<file path="src/rtl/m_axil_master_if.sv">
// Bundle of the command/response side and the five AXI4-Lite channels of
// m_axil_master. The master modport is the DUT view; slave is the far side.
interface m_axil_master_if #(
    parameter int ADDR_W = 6,
    parameter int DATA_W = 32
);
    logic                  cmd_valid;
    logic                  cmd_ready;
    logic                  cmd_write;
    logic [ADDR_W-1:0]     cmd_addr;
    logic [DATA_W-1:0]     cmd_wdata;
    logic [DATA_W/8-1:0]   cmd_wstrb;
    logic                  rsp_valid;
    logic                  rsp_ready;
    logic [DATA_W-1:0]     rsp_rdata;
    logic [1:0]            rsp_resp;
    logic [ADDR_W-1:0]     AWADDR;
    logic                  AWVALID;
    logic                  AWREADY;
    logic [DATA_W-1:0]     WDATA;
    logic [DATA_W/8-1:0]   WSTRB;
    logic                  WVALID;
    logic                  WREADY;
    logic [1:0]            BRESP;
    logic                  BVALID;
    logic                  BREADY;
    logic [ADDR_W-1:0]     ARADDR;
    logic                  ARVALID;
    logic                  ARREADY;
    logic [DATA_W-1:0]     RDATA;
    logic [1:0]            RRESP;
    logic                  RVALID;
    logic                  RREADY;

    modport master (
        input  cmd_valid, cmd_write, cmd_addr, cmd_wdata, cmd_wstrb, rsp_ready,
               AWREADY, WREADY, BRESP, BVALID, ARREADY, RDATA, RRESP, RVALID,
        output cmd_ready, rsp_valid, rsp_rdata, rsp_resp,
               AWADDR, AWVALID, WDATA, WSTRB, WVALID, BREADY, ARADDR, ARVALID, RREADY
    );

    modport slave (
        output cmd_valid, cmd_write, cmd_addr, cmd_wdata, cmd_wstrb, rsp_ready,
               AWREADY, WREADY, BRESP, BVALID, ARREADY, RDATA, RRESP, RVALID,
        input  cmd_ready, rsp_valid, rsp_rdata, rsp_resp,
               AWADDR, AWVALID, WDATA, WSTRB, WVALID, BREADY, ARADDR, ARVALID, RREADY
    );
endinterface

</file>
<file path="src/rtl/m_axil_master.sv">
// Single-outstanding AXI4-Lite master: turns one command into one AXI-Lite
// write or read and returns the result on a valid/ready response port.
module m_axil_master #(
    parameter int M_AXI_ADDR_WIDTH = 6,
    parameter int M_AXI_DATA_WIDTH = 32
) (
    input  logic              ACLK,
    input  logic              ARESETn,
    m_axil_master_if.master   bus
);
    localparam int STRB_W = M_AXI_DATA_WIDTH / 8;

    typedef enum logic [2:0] {
        IDLE, WR_ADDR_DATA, WR_RESP, RD_ADDR, RD_DATA, RESP
    } state_t;

    state_t                       state_q, state_d;
    logic                         cmd_ready_q, cmd_ready_d;
    logic [M_AXI_ADDR_WIDTH-1:0]  awaddr_q, awaddr_d;
    logic [M_AXI_ADDR_WIDTH-1:0]  araddr_q, araddr_d;
    logic [M_AXI_DATA_WIDTH-1:0]  wdata_q, wdata_d;
    logic [STRB_W-1:0]            wstrb_q, wstrb_d;
    logic                         awvalid_q, awvalid_d;
    logic                         wvalid_q, wvalid_d;
    logic                         bready_q, bready_d;
    logic                         arvalid_q, arvalid_d;
    logic                         rready_q, rready_d;
    logic                         rsp_valid_q, rsp_valid_d;
    logic [M_AXI_DATA_WIDTH-1:0]  rsp_rdata_q, rsp_rdata_d;
    logic [1:0]                   rsp_resp_q, rsp_resp_d;

    always_ff @(posedge ACLK or negedge ARESETn) begin
        if (!ARESETn) begin
            state_q     <= IDLE;
            cmd_ready_q <= 1'b0;
            awaddr_q    <= '0;
            araddr_q    <= '0;
            wdata_q     <= '0;
            wstrb_q     <= '0;
            awvalid_q   <= 1'b0;
            wvalid_q    <= 1'b0;
            bready_q    <= 1'b0;
            arvalid_q   <= 1'b0;
            rready_q    <= 1'b0;
            rsp_valid_q <= 1'b0;
            rsp_rdata_q <= '0;
            rsp_resp_q  <= 2'b00;
        end else begin
            state_q     <= state_d;
            cmd_ready_q <= cmd_ready_d;
            awaddr_q    <= awaddr_d;
            araddr_q    <= araddr_d;
            wdata_q     <= wdata_d;
            wstrb_q     <= wstrb_d;
            awvalid_q   <= awvalid_d;
            wvalid_q    <= wvalid_d;
            bready_q    <= bready_d;
            arvalid_q   <= arvalid_d;
            rready_q    <= rready_d;
            rsp_valid_q <= rsp_valid_d;
            rsp_rdata_q <= rsp_rdata_d;
            rsp_resp_q  <= rsp_resp_d;
        end
    end

    always_comb begin
        state_d     = state_q;
        awaddr_d    = awaddr_q;
        araddr_d    = araddr_q;
        wdata_d     = wdata_q;
        wstrb_d     = wstrb_q;
        awvalid_d   = awvalid_q;
        wvalid_d    = wvalid_q;
        bready_d    = bready_q;
        arvalid_d   = arvalid_q;
        rready_d    = rready_q;
        rsp_valid_d = rsp_valid_q;
        rsp_rdata_d = rsp_rdata_q;
        rsp_resp_d  = rsp_resp_q;

        case (state_q)
            IDLE: begin
                // cmd_ready_q gates acceptance so the first cycle after reset ignores commands
                if (bus.cmd_valid && cmd_ready_q) begin
                    if (bus.cmd_addr[1:0] != 2'b00) begin
                        rsp_valid_d = 1'b1;
                        rsp_resp_d  = 2'b10;
                        rsp_rdata_d = '0;
                        state_d     = RESP;
                    end else if (bus.cmd_write) begin
                        awaddr_d  = bus.cmd_addr;
                        wdata_d   = bus.cmd_wdata;
                        wstrb_d   = bus.cmd_wstrb;
                        awvalid_d = 1'b1;
                        wvalid_d  = 1'b1;
                        state_d   = WR_ADDR_DATA;
                    end else begin
                        araddr_d  = bus.cmd_addr;
                        arvalid_d = 1'b1;
                        state_d   = RD_ADDR;
                    end
                end
            end
            WR_ADDR_DATA: begin
                if (awvalid_q && bus.AWREADY) awvalid_d = 1'b0;
                if (wvalid_q && bus.WREADY)   wvalid_d  = 1'b0;
                if (!awvalid_d && !wvalid_d) begin
                    bready_d = 1'b1;
                    state_d  = WR_RESP;
                end
            end
            WR_RESP: begin
                if (bus.BVALID && bready_q) begin
                    bready_d    = 1'b0;
                    rsp_valid_d = 1'b1;
                    rsp_resp_d  = bus.BRESP;
                    rsp_rdata_d = '0;
                    state_d     = RESP;
                end
            end
            RD_ADDR: begin
                // RREADY is raised on entry to RD_DATA so a one-cycle RVALID is never missed
                if (bus.ARREADY) begin
                    arvalid_d = 1'b0;
                    rready_d  = 1'b1;
                    state_d   = RD_DATA;
                end
            end
            RD_DATA: begin
                if (bus.RVALID && rready_q) begin
                    rready_d    = 1'b0;
                    rsp_valid_d = 1'b1;
                    rsp_resp_d  = bus.RRESP;
                    rsp_rdata_d = bus.RDATA;
                    state_d     = RESP;
                end
            end
            RESP: begin
                if (bus.rsp_ready) begin
                    rsp_valid_d = 1'b0;
                    state_d     = IDLE;
                end
            end
            default: state_d = IDLE;
        endcase

        cmd_ready_d = (state_d == IDLE);
    end

    assign bus.cmd_ready = cmd_ready_q;
    assign bus.rsp_valid = rsp_valid_q;
    assign bus.rsp_rdata = rsp_rdata_q;
    assign bus.rsp_resp  = rsp_resp_q;
    assign bus.AWADDR    = awaddr_q;
    assign bus.AWVALID   = awvalid_q;
    assign bus.WDATA     = wdata_q;
    assign bus.WSTRB     = wstrb_q;
    assign bus.WVALID    = wvalid_q;
    assign bus.BREADY    = bready_q;
    assign bus.ARADDR    = araddr_q;
    assign bus.ARVALID   = arvalid_q;
    assign bus.RREADY    = rready_q;
endmodule

</file>
<file path="src/flat_wrapper.sv">
// flat-port wrapper written by rule: the top's interface ports become plain ports
module m_axil_master_flat 
#(
    parameter int M_AXI_ADDR_WIDTH = 6,
    parameter int M_AXI_DATA_WIDTH = 32
)
  (ACLK, ARESETn, bus_cmd_valid, bus_cmd_write, bus_cmd_addr, bus_cmd_wdata, bus_cmd_wstrb, bus_rsp_ready, bus_AWREADY, bus_WREADY, bus_BRESP, bus_BVALID, bus_ARREADY, bus_RDATA, bus_RRESP, bus_RVALID, bus_cmd_ready, bus_rsp_valid, bus_rsp_rdata, bus_rsp_resp, bus_AWADDR, bus_AWVALID, bus_WDATA, bus_WSTRB, bus_WVALID, bus_BREADY, bus_ARADDR, bus_ARVALID, bus_RREADY);
  m_axil_master_if #(.ADDR_W(6), .DATA_W(32)) bus_i ();
  input  logic ACLK;
  input  logic ARESETn;
  input wire logic [$bits(bus_i.cmd_valid)-1:0] bus_cmd_valid;
  input wire logic [$bits(bus_i.cmd_write)-1:0] bus_cmd_write;
  input wire logic [$bits(bus_i.cmd_addr)-1:0] bus_cmd_addr;
  input wire logic [$bits(bus_i.cmd_wdata)-1:0] bus_cmd_wdata;
  input wire logic [$bits(bus_i.cmd_wstrb)-1:0] bus_cmd_wstrb;
  input wire logic [$bits(bus_i.rsp_ready)-1:0] bus_rsp_ready;
  input wire logic [$bits(bus_i.AWREADY)-1:0] bus_AWREADY;
  input wire logic [$bits(bus_i.WREADY)-1:0] bus_WREADY;
  input wire logic [$bits(bus_i.BRESP)-1:0] bus_BRESP;
  input wire logic [$bits(bus_i.BVALID)-1:0] bus_BVALID;
  input wire logic [$bits(bus_i.ARREADY)-1:0] bus_ARREADY;
  input wire logic [$bits(bus_i.RDATA)-1:0] bus_RDATA;
  input wire logic [$bits(bus_i.RRESP)-1:0] bus_RRESP;
  input wire logic [$bits(bus_i.RVALID)-1:0] bus_RVALID;
  output wire logic [$bits(bus_i.cmd_ready)-1:0] bus_cmd_ready;
  output wire logic [$bits(bus_i.rsp_valid)-1:0] bus_rsp_valid;
  output wire logic [$bits(bus_i.rsp_rdata)-1:0] bus_rsp_rdata;
  output wire logic [$bits(bus_i.rsp_resp)-1:0] bus_rsp_resp;
  output wire logic [$bits(bus_i.AWADDR)-1:0] bus_AWADDR;
  output wire logic [$bits(bus_i.AWVALID)-1:0] bus_AWVALID;
  output wire logic [$bits(bus_i.WDATA)-1:0] bus_WDATA;
  output wire logic [$bits(bus_i.WSTRB)-1:0] bus_WSTRB;
  output wire logic [$bits(bus_i.WVALID)-1:0] bus_WVALID;
  output wire logic [$bits(bus_i.BREADY)-1:0] bus_BREADY;
  output wire logic [$bits(bus_i.ARADDR)-1:0] bus_ARADDR;
  output wire logic [$bits(bus_i.ARVALID)-1:0] bus_ARVALID;
  output wire logic [$bits(bus_i.RREADY)-1:0] bus_RREADY;
  assign bus_i.cmd_valid = bus_cmd_valid;
  assign bus_i.cmd_write = bus_cmd_write;
  assign bus_i.cmd_addr = bus_cmd_addr;
  assign bus_i.cmd_wdata = bus_cmd_wdata;
  assign bus_i.cmd_wstrb = bus_cmd_wstrb;
  assign bus_i.rsp_ready = bus_rsp_ready;
  assign bus_i.AWREADY = bus_AWREADY;
  assign bus_i.WREADY = bus_WREADY;
  assign bus_i.BRESP = bus_BRESP;
  assign bus_i.BVALID = bus_BVALID;
  assign bus_i.ARREADY = bus_ARREADY;
  assign bus_i.RDATA = bus_RDATA;
  assign bus_i.RRESP = bus_RRESP;
  assign bus_i.RVALID = bus_RVALID;
  assign bus_cmd_ready = bus_i.cmd_ready;
  assign bus_rsp_valid = bus_i.rsp_valid;
  assign bus_rsp_rdata = bus_i.rsp_rdata;
  assign bus_rsp_resp = bus_i.rsp_resp;
  assign bus_AWADDR = bus_i.AWADDR;
  assign bus_AWVALID = bus_i.AWVALID;
  assign bus_WDATA = bus_i.WDATA;
  assign bus_WSTRB = bus_i.WSTRB;
  assign bus_WVALID = bus_i.WVALID;
  assign bus_BREADY = bus_i.BREADY;
  assign bus_ARADDR = bus_i.ARADDR;
  assign bus_ARVALID = bus_i.ARVALID;
  assign bus_RREADY = bus_i.RREADY;
  m_axil_master #(.M_AXI_ADDR_WIDTH(M_AXI_ADDR_WIDTH), .M_AXI_DATA_WIDTH(M_AXI_DATA_WIDTH)) u_core (.ACLK(ACLK), .ARESETn(ARESETn), .bus(bus_i));
endmodule
</file>
<file path="config.mk">
export PLATFORM = sky130hd
export DESIGN_NAME = m_axil_master_flat
export DESIGN_NICKNAME = d
export VERILOG_FILES = /design/src/rtl/m_axil_master_if.sv /design/src/rtl/m_axil_master.sv /design/src/flat_wrapper.sv
export SDC_FILE = /design/constraint.sdc
export NUM_CORES = 1
export LEC_CHECK = 0
export ABC_AREA = 1
export BUFFER_PORTS_ARGS = -buffer_cell sky130_fd_sc_hd__buf_2
export CORE_MARGIN = 10
export CORE_UTILIZATION = 48
export CTS_CLUSTER_DIAMETER = 40
export CTS_CLUSTER_SIZE = 30
export DETAILED_ROUTE_END_ITERATION = 7
export GPL_ROUTABILITY_DRIVEN = 0
export PLACE_DENSITY = 0.81
export SLEW_MARGIN = 20
export SYNTH_ARGS = -nofsm -noshare
export SYNTH_HDL_FRONTEND = slang
export SYNTH_SLANG_ARGS = --single-unit
</file>
<file path="constraint.sdc">
create_clock -name ACLK -period 2 [get_ports ACLK]
set_clock_uncertainty 0.15 [all_clocks]
set_input_delay 0.2 -clock ACLK [delete_from_list [all_inputs] [get_ports ACLK]]
set_output_delay 0.2 -clock ACLK [all_outputs]
set_load 0.05 [all_outputs]
</file>
# --- Word-level counts from Yosys, hierarchy flattened ---
# Cells that the tools add are included.
word_totals:
  reg_bits: 92
  input_bits: 88
  out_inout_bits: 89
  elab_cells: 101
classes:
  eq_ne: 15
  mux: 45
  bitwise: 2
  reduce_logical: 25
ops:
  columns: ["cell", "count"]
  rows:
  - ["two-way mux 32 bit", 4]
  - ["one-hot mux 32 bit (3 select lines)", 1]
  - ["two-way mux 3 bit", 7]
  - ["two-way mux 1 bit", 20]
  - ["one-hot mux 3 bit (6 select lines)", 1]
  - ["AND reduction 4 bit", 3]
  - ["two-way mux 2 bit", 5]
  - ["!= test 2 x 1 -> 1 bit, second input constant", 5]
  - ["!= test 2 bit, second input constant", 5]
  - ["one-hot mux 1 bit (2 select lines)", 5]
  - ["AND reduction 5 bit", 2]
  - ["nonzero test 2 bit", 5]
  - ["== test 3 x 2 -> 1 bit, second input constant", 2]
  - ["== test 3 bit, second input constant", 2]
  - ["logical AND 1 bit", 6]
  - ["zero test 3 bit", 2]
  - ["one-hot mux 2 bit (3 select lines)", 1]
  - ["AND reduction 3 bit", 2]
  - ["AND reduction 6 bit", 1]
  - ["one-hot mux 1 bit (4 select lines)", 1]
  - ["nonzero test 4 bit", 1]
  - ["== test 3 x 1 -> 1 bit, second input constant", 1]
  - ["nonzero test 3 bit", 1]
  - ["zero test 1 bit", 2]
  - ["NOT 1 bit", 2]

# --- Logic depth before layout (Yosys ltp) ---
# Gate-level depths: netlist of run 1.
depth:
  word_depth: 8
  mapped_depth: 10
  mapped_depth_nobuf: 9

# --- Least setup slack after synthesis of run 1 ---
# OpenSTA, ideal clock, no wires.
synth_path:
  kind: "register -> register"
  startpoint: "register u_core.cmd_ready_q, in the netlist u_core.bus.cmd_ready"
  endpoint: "register u_core.rsp_rdata_q[10], in the netlist u_core.bus.rsp_rdata[10]"
  setup_ps: 119
  arrival_ps: 1475
  t_required_ps: 1731
  slack_ps: 255
  stages_incl_launch_ff: 9
  path_buffers: 1
  path_cell_list: "dfrtp_1 nand2_1 nand3_1 nand2_2 nor2_8 nand2_4 buf_6 nand2_1 nand2_1"
synth_between:
  elab_chain_cells: 3
synth_rtl:
  columns: ["element", "line_no", "rtl"]
  rows:
  - ["start, declared", "m_axil_master.sv:18", "logic cmd_ready_q, cmd_ready_d;"]
  - ["start signal, assigned", "m_axil_master.sv:50", "cmd_ready_q <= cmd_ready_d;"]
  - ["logical AND 1 bit", "m_axil_master.sv:84", "if (bus.cmd_valid && cmd_ready_q) begin"]
  - ["!= test 2 x 1 -> 1 bit (no line)", null, null]
  - ["AND reduction 5 bit (no line)", null, null]
  - ["end signal, assigned", "m_axil_master.sv:61", "rsp_rdata_q <= rsp_rdata_d;"]
  - ["end, declared", "m_axil_master.sv:29", "logic [M_AXI_DATA_WIDTH-1:0] rsp_rdata_q, rsp_rdata_d;"]
# Every way passes these cells.
# A chain may end at the register's enable or synchronous reset.

# --- Worst setup path after layout of run 1 ---
layout_path:
  startpoint: "register u_core.state_q[1]"
  endpoint: "register u_core.rsp_rdata_q[12], in the netlist u_core.bus.rsp_rdata[12]"
layout_between:
  elab_chain_cells: 3
layout_rtl:
  columns: ["element", "line_no", "rtl"]
  rows:
  - ["start, declared", "m_axil_master.sv:17", "state_t state_q, state_d;"]
  - ["start signal, assigned", "m_axil_master.sv:49", "state_q <= state_d;"]
  - ["== test 3 bit, or another cell as far along", "m_axil_master.sv:81", "case (state_q)"]
  - ["!= test 2 x 1 -> 1 bit (no line) / nonzero test 3 bit (equally long branches)", null, null]
  - ["AND reduction 5 bit (no line)", null, null]
# Parallel ways exist; a longest one is shown, timed or not.

==> impl_metrics.py, run 1 <==
metrics = {
    "pwr": {
        "p_leak_nw": 3.40,
        "powerDensity_nw_per_um2": 1880,
        "pwr-share-comb_pct": 56.6,
        "swShare_pct": 54.4,
        "p_int_mw": 4.94,
        "netSwitchingPower_mw": 5.88,
        "ir_drop_mv": 1.16,
        "seq_power_share_pct": 29.5,
        "pwr-share-clk_pct": 13.9,
    },
    "global_route": {
        "grt_max_degree": 45,
        "antenna_found_initial": 0,
        "grt_pass1_vias": 4235,
        "grt_overflow": 0,
        "grt_first_pass_wirelength_um": 21600,
        "grt.total_usage_pct": 20.6,
    },
    "min_path": {
        "hp-class": "primary input to flop",
    },
    "cells_and_area": {
        "fin_util_pct": 69.6,
        "drive_gt1_share_pct": 30.3,
        "syn2layout_area_growth_pct": 40.9,
        "layout_commonest_cell": "nand2_1",
        "antenna-diode-count": 0,
        "layout_common_cells": "nand2_1, buf_2, dfrtp_1",
        "nets": 792,
        "postLayoutCellArea_um2": 5750,
    },
    "synth": {
        "synthesis.nets": 574,
        "ys_seq_elements": 92,
        "syn_area_per_cell_um2": 8.39,
        "yosysSeqAreaShare_pct": 56.5,
        "synth_mux_area_share_pct": 0,
        "synthAdderAreaFrac_pct": 0,
        "yosysWarnings": 0,
        "synth_top_family_by_area": "simple AND/OR/NAND/NOR gates",
        "synth_xor_area_share_pct": 0,
        "syn_area_um2": 4080,
        "yosysUniqueCellTypes": 23,
        "synthSimpleGateAreaFrac_pct": 35.1,
        "synth_compound_area_share_pct": 1.84,
        "synthCells": 486,
    },
    "clock_tree": {
        "cts_tree": "built",
        "htreeDepth": 3,
        "cts_root_buf": "clkbuf_8",
        "clk_latency_ps": 350,
        "cts_buffers": 9,
        "cts_buffer_depth": 2,
        "postCtsSetupBuffers": 0,
        "clkSinkCount": 92,
        "clkSlewWorstSetupHoldPaths_ps": 100,
    },
    "setup_path": {
        "cp.required_ps": 2130,
        "cp-start-kind": "flop",
        "path_max_fanout": 35,
        "arrival_ps": 1940,
        "end_kind": "flop",
        "path_class": "flop to flop",
        "r2r_slack_ps": 190,
    },
    "timing": {
        "max_clock_freq_mhz": 551,
        "hold_viol_final": 0,
        "setup_tns_ps": 0,
        "finalMaxSlewViolations": 0,
        "finalSetupViolCount": 0,
        "worstMarginPinSlew_ps": 563,
        "slew_headroom_pct": 62.5,
        "hold-worst-slack_ps": 19.9,
        "fin_crit_ps": 1810,
        "period_share_pct": 90.7,
        "rsz0062_at_grt": "no",
    },
    "die": {
        "die_area_um2": 12600,
        "num_rows": 33,
        "ioPinCount": 177,
        "dieHeight_um": 112,
        "die_w_um": 112,
        "start_util_pct": 49.4,
        "core-area_um2": 8260,
    },
    "placed_design": {
        "port_buffers": 176,
        "hpwl_um": 8700,
        "dpl_cell_area_um2": 5050,
    },
    "drt": {
        "firstDrtPassIters": 7,
        "ant_nets": 0,
        "initialDrtViolationCount": 328,
        "remaining_drc_errors": 0,
        "routed_wl_um": 12900,
        "via_per_inst": 5.06,
        "wire_per_inst_um": 15.8,
        "vias": 4118,
    },
    "run_status": {
        "status": "complete, no violations",
    },
    "flow_run": {
        "max_cap_violations": 0,
    },
}
[layout make-up]
cell class,instances,area [µm²]
inverters,31,119
well taps,105,131
flip-flops and latches,92,2300
multi-input cells,341,1510
clock inverters,7,120
repair buffers,229,1440
fillers,625,2510
clock buffers,9,124
[critical path: stages (launching register included)]
cell     delay [ps]
dfrtp_1         500
nor2_1          210
nand3_1         150
nand2_2         170
nor2_8           60
nand2_4         290
nand2_1         100
nand2_1          90
[sequential cells by signal, summed over array words and instances (netlist names), 2 cells and up]
register / flops
u_core.bus.ARADDR: 6
u_core.bus.AWADDR: 6
u_core.bus.WDATA: 32
u_core.bus.WSTRB: 4
u_core.bus.rsp_rdata: 32
u_core.bus.rsp_resp: 2
u_core.state_q: 3
[routing by layer]
metal	up-vias	part of all wire, %	wire length (µm)	GRT usage [%]
li1	1917	-	-	-
met1	1941	40	5190	25.1
met2	235	45	5800	31.4
met3	25	12	1590	9.48
met4	0	2.1	276	7.61
met5	-	0	0	0
[final timing paths]
path,depth (start not counted),start,endpoint
worst max-delay path,7,u_core.state_q[1],u_core.bus.rsp_rdata[12]
worst min-delay path,4,bus_RDATA[25],u_core.bus.rsp_rdata[25]
worst max register to register,7,u_core.state_q[1],u_core.bus.rsp_rdata[12]
worst min register to register,2,u_core.bus.rsp_rdata[2],u_core.bus.rsp_rdata[2]
max in group asynchronous,3,ARESETn,u_core.bus.rsp_rdata[23]
min in group asynchronous,2,ARESETn,u_core.bus.rsp_rdata[18]
[kinds of logic after synthesis]
family / after synthesis
buffers and inverters: 53
DFF: 92
AOI/OAI and AO/OA: 15
and+or+nand+nor: 326
[power groups by stage]
stage          Sequential, mW  Clock [mW]  Combinational (mW)
2_1_floorplan            5.84           0                1.93
3_3_place_gp             3.14           0                5.95
3_5_place_dp             3.17           0                6.06
4_1_cts                  3.16        1.53                6.13
5_1_grt                  3.29        1.62                6.58
6_report                 3.19        1.50                6.12
[stage by stage]
stage / setup WS, ps / power [mW] / instances
5_1_grt: 27.2 / 11.5 / 814
3_3_place_gp: 268 / 9.09 / 753
2_1_floorplan: 255 / 7.76 / 486
4_1_cts: 163 / 10.8 / 814
6_report: 186 / 10.8 / 814
3_5_place_dp: 186 / 9.24 / 753
[synthesized netlist by cell type, drive strengths merged]
| master | n | area, µm² |
|---|---|---|
| nand2 | 252 | 958 |
| dfrtp | 92 | 2300 |
| nand3b | 32 | 240 |
| inv | 31 | 116 |
| nor2 | 23 | 110 |
| buf | 22 | 154 |
| nand3 | 13 | 75.1 |
| o21ai | 10 | 50.1 |
| a21oi | 5 | 25.0 |
| nor3 | 2 | 21.3 |
| or2 | 2 | 12.5 |
| and2 | 1 | 6.26 |
| nand4 | 1 | 6.26 |
[timing repair]
action	4_1_cts	5_1_grt
gates resized for setup	0	2
endpoints found under the setup margin	0	6
endpoints found under the hold margin	90	0
hold buffers	45	0
(Power assumes the default switching activity.)
==> run 2: changes to the inputs <==
--- a/config.mk
+++ b/config.mk
@@ -5,15 +5,14 @@
 export SDC_FILE = /design/constraint.sdc
 export NUM_CORES = 1
 export LEC_CHECK = 0
-export ABC_AREA = 1
 export BUFFER_PORTS_ARGS = -buffer_cell sky130_fd_sc_hd__buf_2
 export CORE_MARGIN = 10
-export CORE_UTILIZATION = 48
+export CORE_UTILIZATION = 46
 export CTS_CLUSTER_DIAMETER = 40
 export CTS_CLUSTER_SIZE = 30
 export DETAILED_ROUTE_END_ITERATION = 7
 export GPL_ROUTABILITY_DRIVEN = 0
-export PLACE_DENSITY = 0.81
+export PLACE_DENSITY = 0.79
 export SLEW_MARGIN = 20
 export SYNTH_ARGS = -nofsm -noshare
 export SYNTH_HDL_FRONTEND = slang
==> run 2 against run 1 <==
Effect of this change:
- total power fell by 25%
- non-clock buffer count increased by 34
- design area is essentially flat
- maximum frequency is 3.1% lower
- clock power decreased by 14%
- sequential power is 13% lower
- combinational power decreased by 34%
- highest routed layer unchanged
==> impl_metrics.py, run 2 <==
metrics = {
    "setup_path": {
        "cp-start-kind": "flop",
        "crit_path_start": "u_core.state_q[2]",
        "r2r_start": "u_core.state_q[2]",
        "path_max_fanout": 9,
        "rr_worst_depth": 6,
        "cp_top_family": "flip-flops",
        "path_cells": "buf_4 -> nand3_1 -> buf_4 -> nor3_4 -> a2111o_1 -> nor3_1",
        "r2r_slack_ps": 130,
        "path_class": "flop to flop",
        "arrival_ps": 1970,
        "end_kind": "flop",
        "cp.required_ps": 2100,
        "slowest_delay_ps": 470,
        "r2r-end": "u_core.bus.cmd_ready",
        "critical_path.slowest_cell": "dfrtp_1",
        "path_buf_inv": 2,
        "crit_top_cell": "buf_4",
    },
    "clock_tree": {
        "postCtsSetupBuffers": 0,
        "clkSinkCount": 92,
        "clkSlewWorstSetupHoldPaths_ps": 90,
        "cts_tree": "built",
        "cts_root_buf": "clkbuf_8",
        "cts_buffer_depth": 2,
        "htreeDepth": 3,
        "clk_latency_ps": 340,
        "cts_buffers": 9,
    },
    "cells_and_area": {
        "nFillCells": 520,
        "register_area_um2": 2300,
        "layout_common_cells": "buf_2, dfrtp_1, dlygate4sd3_1",
        "drive_gt1_share_pct": 49.2,
        "instances_no_fill": 619,
        "multi_input_area_um2": 1310,
        "fin_util_pct": 73.2,
        "nets": 599,
        "syn2layout_area_growth_pct": 52.8,
        "layout_commonest_cell": "buf_2",
    },
    "drt": {
        "initialDrtViolationCount": 145,
        "routed_wl_um": 11700,
        "vias": 3087,
        "ant_nets": 0,
        "remaining_drc_errors": 0,
        "wire_per_inst_um": 18.9,
        "via_per_inst": 4.99,
        "firstDrtPassIters": 5,
    },
    "timing": {
        "worstMarginPinSlew_ps": 463,
        "finalMaxSlewViolations": 0,
        "max_clock_freq_mhz": 534,
        "finalSetupViolCount": 0,
        "hold-worst-slack_ps": 23.7,
        "slew_headroom_pct": 68.8,
        "fin_crit_ps": 1870,
        "hold_viol_final": 0,
        "rsz0062_at_grt": "no",
        "period_share_pct": 93.6,
        "setup_tns_ps": 0,
    },
    "synth": {
        "yosysWarnings": 0,
        "syn_area_per_cell_um2": 15.0,
        "synthTopCellsByCount": "dfrtp_1, mux2_4, a22o_1, buf_6, nand2_1",
        "ys.flop_type": "dfrtp_1",
        "ys_top_cells_by_area": "dfrtp_1, mux2_4, a22o_1, buf_6, mux2_2",
        "synth-async-reset-ratio_pct": 100,
        "yosysSeqAreaShare_pct": 61.2,
        "ys_seq_elements": 92,
        "synthesis.nets": 339,
        "yosys.area.top_type_share_pct": 61.2,
        "synth_edf_count": 0,
        "yosysMostFrequentCell": "dfrtp_1",
        "yosysUniqueCellTypes": 33,
        "syn_area_um2": 3760,
        "yosys.area.top_type": "dfrtp_1",
        "synthCells": 251,
    },
    "flow_run": {
        "max_cap_violations": 0,
    },
    "placed_design": {
        "port_buffers": 176,
        "hpwl_um": 8060,
        "dp.cells": 527,
    },
    "global_route": {
        "grt_pass1_vias": 3404,
        "grt_overflow": 0,
        "grt_max_degree": 47,
        "antenna_found_initial": 1,
        "grt_first_pass_wirelength_um": 18900,
        "grt.total_usage_pct": 18.8,
    },
    "die": {
        "num_rows": 32,
        "ioPinCount": 177,
        "dieHeight_um": 110,
        "die_w_um": 110,
        "core-area_um2": 7850,
        "die_area_um2": 12200,
        "start_util_pct": 47.9,
    },
    "run_status": {
        "status": "complete, no violations",
    },
    "min_path": {
        "min_from": "bus_RRESP[1]",
        "hp-class": "primary input to flop",
        "min_to": "u_core.bus.rsp_resp[1]",
        "whs_path_depth": 3,
    },
    "pwr": {
        "powerDensity_nw_per_um2": 1410,
        "ir_drop_mv": 0.669,
        "total_power_mw": 8.11,
        "p_leak_nw": 3.17,
    },
}
[run 2: layout make-up]
class / instances / share of cell area, %
repair buffers: 263 / 30.9
diodes: 1 / 0.0435
multi-input cells: 138 / 22.7
clock buffers: 10 / 2.39
inverters: 7 / 0.457
flip-flops and latches: 92 / 40.1
clock inverters: 6 / 1.24
well taps: 102 / 2.22
[run 2: how the worst max path moves through the flow]
stage                                          end  slack, ps  cells past startpoint
after floorplan               u_core.bus.AWADDR[5]         40                      6
after global routing          u_core.bus.cmd_ready         10                      6
after global placement    u_core.bus.rsp_rdata[22]        250                      6
after detailed placement  u_core.bus.rsp_rdata[22]        120                      4
after CTS                 u_core.bus.rsp_rdata[22]        100                      4
final                         u_core.bus.cmd_ready        130                      6
[run 2: metrics by stage]
| step | setup slack [ps] | area [µm²] |
|---|---|---|
| floorplan | 36.4 | 3760 |
| CTS | 95.3 | 5750 |
| detailed placement | 117 | 4790 |
| global placement | 254 | 4790 |
| global route | 11.6 | 5750 |
| finish | 128 | 5750 |
[run 2: layer usage]
layer	global-route usage, %	wire length [µm]
met5	0	0
met4	4.92	187
met3	5.13	706
met2	32.5	6050
met1	22.6	4760
[run 2: worst reg2reg max path: cells and delay by family (launching register included)]
kind,cells,cell delay [ps]
AOI/OAI and AO/OA,1,420
and+or+nand+nor,3,400
DFF,1,470
buffers and inverters,2,340
[run 2: where the power goes]
part	internal, mW	total [mW]	switching, mW	leakage, nW
Sequential	2.41	2.77	0.358	1.23
Combinational	1.30	4.05	2.74	1.84
Clock	0.623	1.29	0.668	0.0995
Total	4.34	8.11	3.77	3.17
[run 2: cell families after synthesis]
| kind of cell | Yosys count | synth area share [%] |
|---|---|---|
| AO/OA/AOI/OAI | 49 | 10.5 |
| buffers and inverters | 21 | 4.29 |
| multiplexers | 46 | 17.5 |
| AND/OR/NAND/NOR | 43 | 6.49 |
| flip-flops | 92 | 61.2 |
[run 2: timing repair]
item                       CTS  global route
setup endpoints to repair    0            27
resized for setup            0             1
hold endpoints to repair   170             0
hold buffers                75             0
==> run 3: changes to the inputs <==
--- a/config.mk
+++ b/config.mk
@@ -7,12 +7,12 @@
 export LEC_CHECK = 0
 export BUFFER_PORTS_ARGS = -buffer_cell sky130_fd_sc_hd__buf_2
 export CORE_MARGIN = 10
-export CORE_UTILIZATION = 46
+export CORE_UTILIZATION = 42
 export CTS_CLUSTER_DIAMETER = 40
 export CTS_CLUSTER_SIZE = 30
 export DETAILED_ROUTE_END_ITERATION = 7
 export GPL_ROUTABILITY_DRIVEN = 0
-export PLACE_DENSITY = 0.79
+export PLACE_DENSITY = 0.76
 export SLEW_MARGIN = 20
 export SYNTH_ARGS = -nofsm -noshare
 export SYNTH_HDL_FRONTEND = slang
==> constraint.sdc (replaced) <==
create_clock -name ACLK -period 1.5 [get_ports ACLK]
set_clock_uncertainty 0.15 [all_clocks]
set_input_delay 0.15 -clock ACLK [delete_from_list [all_inputs] [get_ports ACLK]]
set_output_delay 0.15 -clock ACLK [all_outputs]
set_load 0.05 [all_outputs]
==> run 3 against run 2 <==
Effect of this change:
- the flow now finishes with violations (negative setup slack)
- design area up 5.9%
- first-iteration DRC count down 19%
- register-to-register slack worse by 320 ps
- non-clock buffer count up 27
- worst hold slack worse by 3.1 ps
- critical path type unchanged
==> impl_metrics.py, run 3 (synthesized netlist as in run 2, its figures left out) <==
metrics = {
    "run_status": {
        "status": "complete, but fails checks",
        "violations": "negative setup slack",
    },
    "setup_path": {
        "arrival_ps": 1770,
        "cp_top_family": "flip-flops",
        "slowest_delay_ps": 470,
        "path_class": "flop to flop",
        "end_kind": "flop",
        "rr_worst_depth": 5,
        "path_depth": 5,
        "path_max_fanout": 13,
        "cp.required_ps": 1580,
        "path_buf_inv": 1,
        "cp-start-kind": "flop",
        "critical_path.slowest_cell": "dfrtp_2",
        "path_cells": "nor2_4 -> and4_4 -> nand2b_4 -> buf_12 -> mux2_4",
    },
    "timing": {
        "fin_crit_ps": 1700,
        "worstMarginPinSlew_ps": 459,
        "finalMaxSlewViolations": 0,
        "rsz0062_at_grt": "yes",
        "max_clock_freq_mhz": 590,
        "setup_ws_ps": -196,
        "period_share_pct": 113,
        "finalSetupViolCount": 85,
        "slew_headroom_pct": 68.9,
        "hold_viol_final": 0,
    },
    "die": {
        "die_area_um2": 13100,
        "dieHeight_um": 115,
        "num_rows": 34,
        "ioPinCount": 177,
        "start_util_pct": 43.1,
        "die_w_um": 115,
        "core-area_um2": 8720,
    },
    "cells_and_area": {
        "antenna-diode-count": 0,
        "nFillCells": 598,
        "nets": 626,
        "drive_gt1_share_pct": 53.8,
        "syn2layout_area_growth_pct": 61.8,
        "layout_commonest_cell": "buf_2",
        "layout_common_cells": "buf_2, dfrtp_1, dlygate4sd3_1",
    },
    "pwr": {
        "p_leak_nw": 3.33,
        "netSwitchingPower_mw": 5.14,
        "seq_power_share_pct": 33.0,
        "pwr-share-clk_pct": 15.5,
        "powerDensity_nw_per_um2": 1850,
        "total_power_mw": 11.3,
        "ir_drop_mv": 0.882,
        "swShare_pct": 45.6,
        "p_int_mw": 6.12,
        "pwr-share-comb_pct": 51.6,
    },
    "drt": {
        "initialDrtViolationCount": 118,
        "remaining_drc_errors": 0,
        "ant_nets": 0,
        "routed_wl_um": 11900,
        "firstDrtPassIters": 5,
        "via_per_inst": 4.85,
        "wire_per_inst_um": 18.3,
        "vias": 3157,
    },
    "clock_tree": {
        "clkSlewWorstSetupHoldPaths_ps": 90,
        "cts_tree": "built",
        "cts_buffer_depth": 2,
        "htreeDepth": 3,
        "cts_root_buf": "clkbuf_8",
        "cts_buffers": 9,
        "clk_latency_ps": 340,
        "clkSinkCount": 92,
    },
    "global_route": {
        "grt_pass1_vias": 3585,
        "antenna_found_initial": 0,
        "grt.total_usage_pct": 17.9,
        "grt_overflow": 0,
        "grt_max_degree": 49,
        "grt_first_pass_wirelength_um": 18900,
    },
    "placed_design": {
        "hpwl_um": 8060,
        "dp_slack_ps": -227,
        "port_buffers": 176,
    },
    "flow_run": {
        "max_cap_violations": 0,
    },
    "min_path": {
        "whs_path_depth": 4,
        "hp-class": "primary input to flop",
    },
}
==> run 3: through the flow <==
stage / std cells / hold slack, ps / util, % / area, µm² / setup TNS (ps)
2_1_floorplan: 251 / -296 / - / 3790 / -19230
3_3_place_gp: 547 / -193 / 56.5 / 4920 / -12580
3_5_place_dp: 547 / -193 / 56.5 / 4920 / -15050
4_1_cts: 651 / 2.05 / 69.6 / 6070 / -13130
5_1_grt: 651 / 65.2 / 69.8 / 6090 / -18300
6_report: 651 / 20.7 / 69.8 / 6090 / -13750
==> run 3: path summary, 6_finish.rpt <==
path                                      start                   end  slack [ps]
min in group asynchronous               ARESETn   u_core.bus.WDATA[6]         170
max in group asynchronous               ARESETn  u_core.bus.WDATA[12]         570
min reg2reg                u_core.bus.ARADDR[1]  u_core.bus.ARADDR[1]         350
min                                  bus_RVALID     u_core.bus.RREADY          20
max reg2reg                   u_core.state_q[2]   u_core.bus.WDATA[1]        -200
max                           u_core.state_q[2]   u_core.bus.WDATA[1]        -200
==> run 3: repair_timing <==
| action | CTS | global route |
|---|---|---|
| hold buffers | 81 | 0 |
| cloned | 1 | 0 |
| pin swaps | 3 | 3 |
| buffers inserted | 6 | 0 |
| setup endpoints to repair | 87 | 89 |
| endpoints found under the hold margin | 174 | 0 |
| gates resized for setup | 19 | 6 |
==> run 3: area by class of cell <==
cell class / count / area (µm²) / area share [%]
Clock buffer: 10 / 138 / 2.26
Sequential cell: 92 / 2310 / 38.0
Tap cell: 108 / 135 / 2.22
Inverter: 7 / 26.3 / 0.432
Timing Repair Buffer: 290 / 2060 / 33.9
Clock inverter: 6 / 70.1 / 1.15
Multi-Input combinational cell: 138 / 1350 / 22.1
==> run 3: tightest hold or removal path: cells and delay by family <==
family	cells	cell delay, ps
and+or+nand+nor	2	150
buffers and inverters	1	120
AOI/OAI and AO/OA	1	60
==> run 3: power groups by stage <==
stage	sequential [mW]	combinational (mW)	clock, mW
after floorplan	6.17	1.52	0
after global placement	3.67	5.39	0
after detailed placement	3.74	5.44	0
after CTS	3.70	5.81	1.80
after global routing	3.82	6.09	1.87
final	3.71	5.80	1.74
==> run 3: per-layer routing <==
layer | GRT usage (%) | up-vias | wire (µm)
li1 | - | 1478 | -
met1 | 20.9 | 1518 | 4710
met2 | 30.7 | 139 | 6110
met3 | 4.87 | 22 | 905
met4 | 6.10 | 0 | 210
met5 | 0 | - | 0
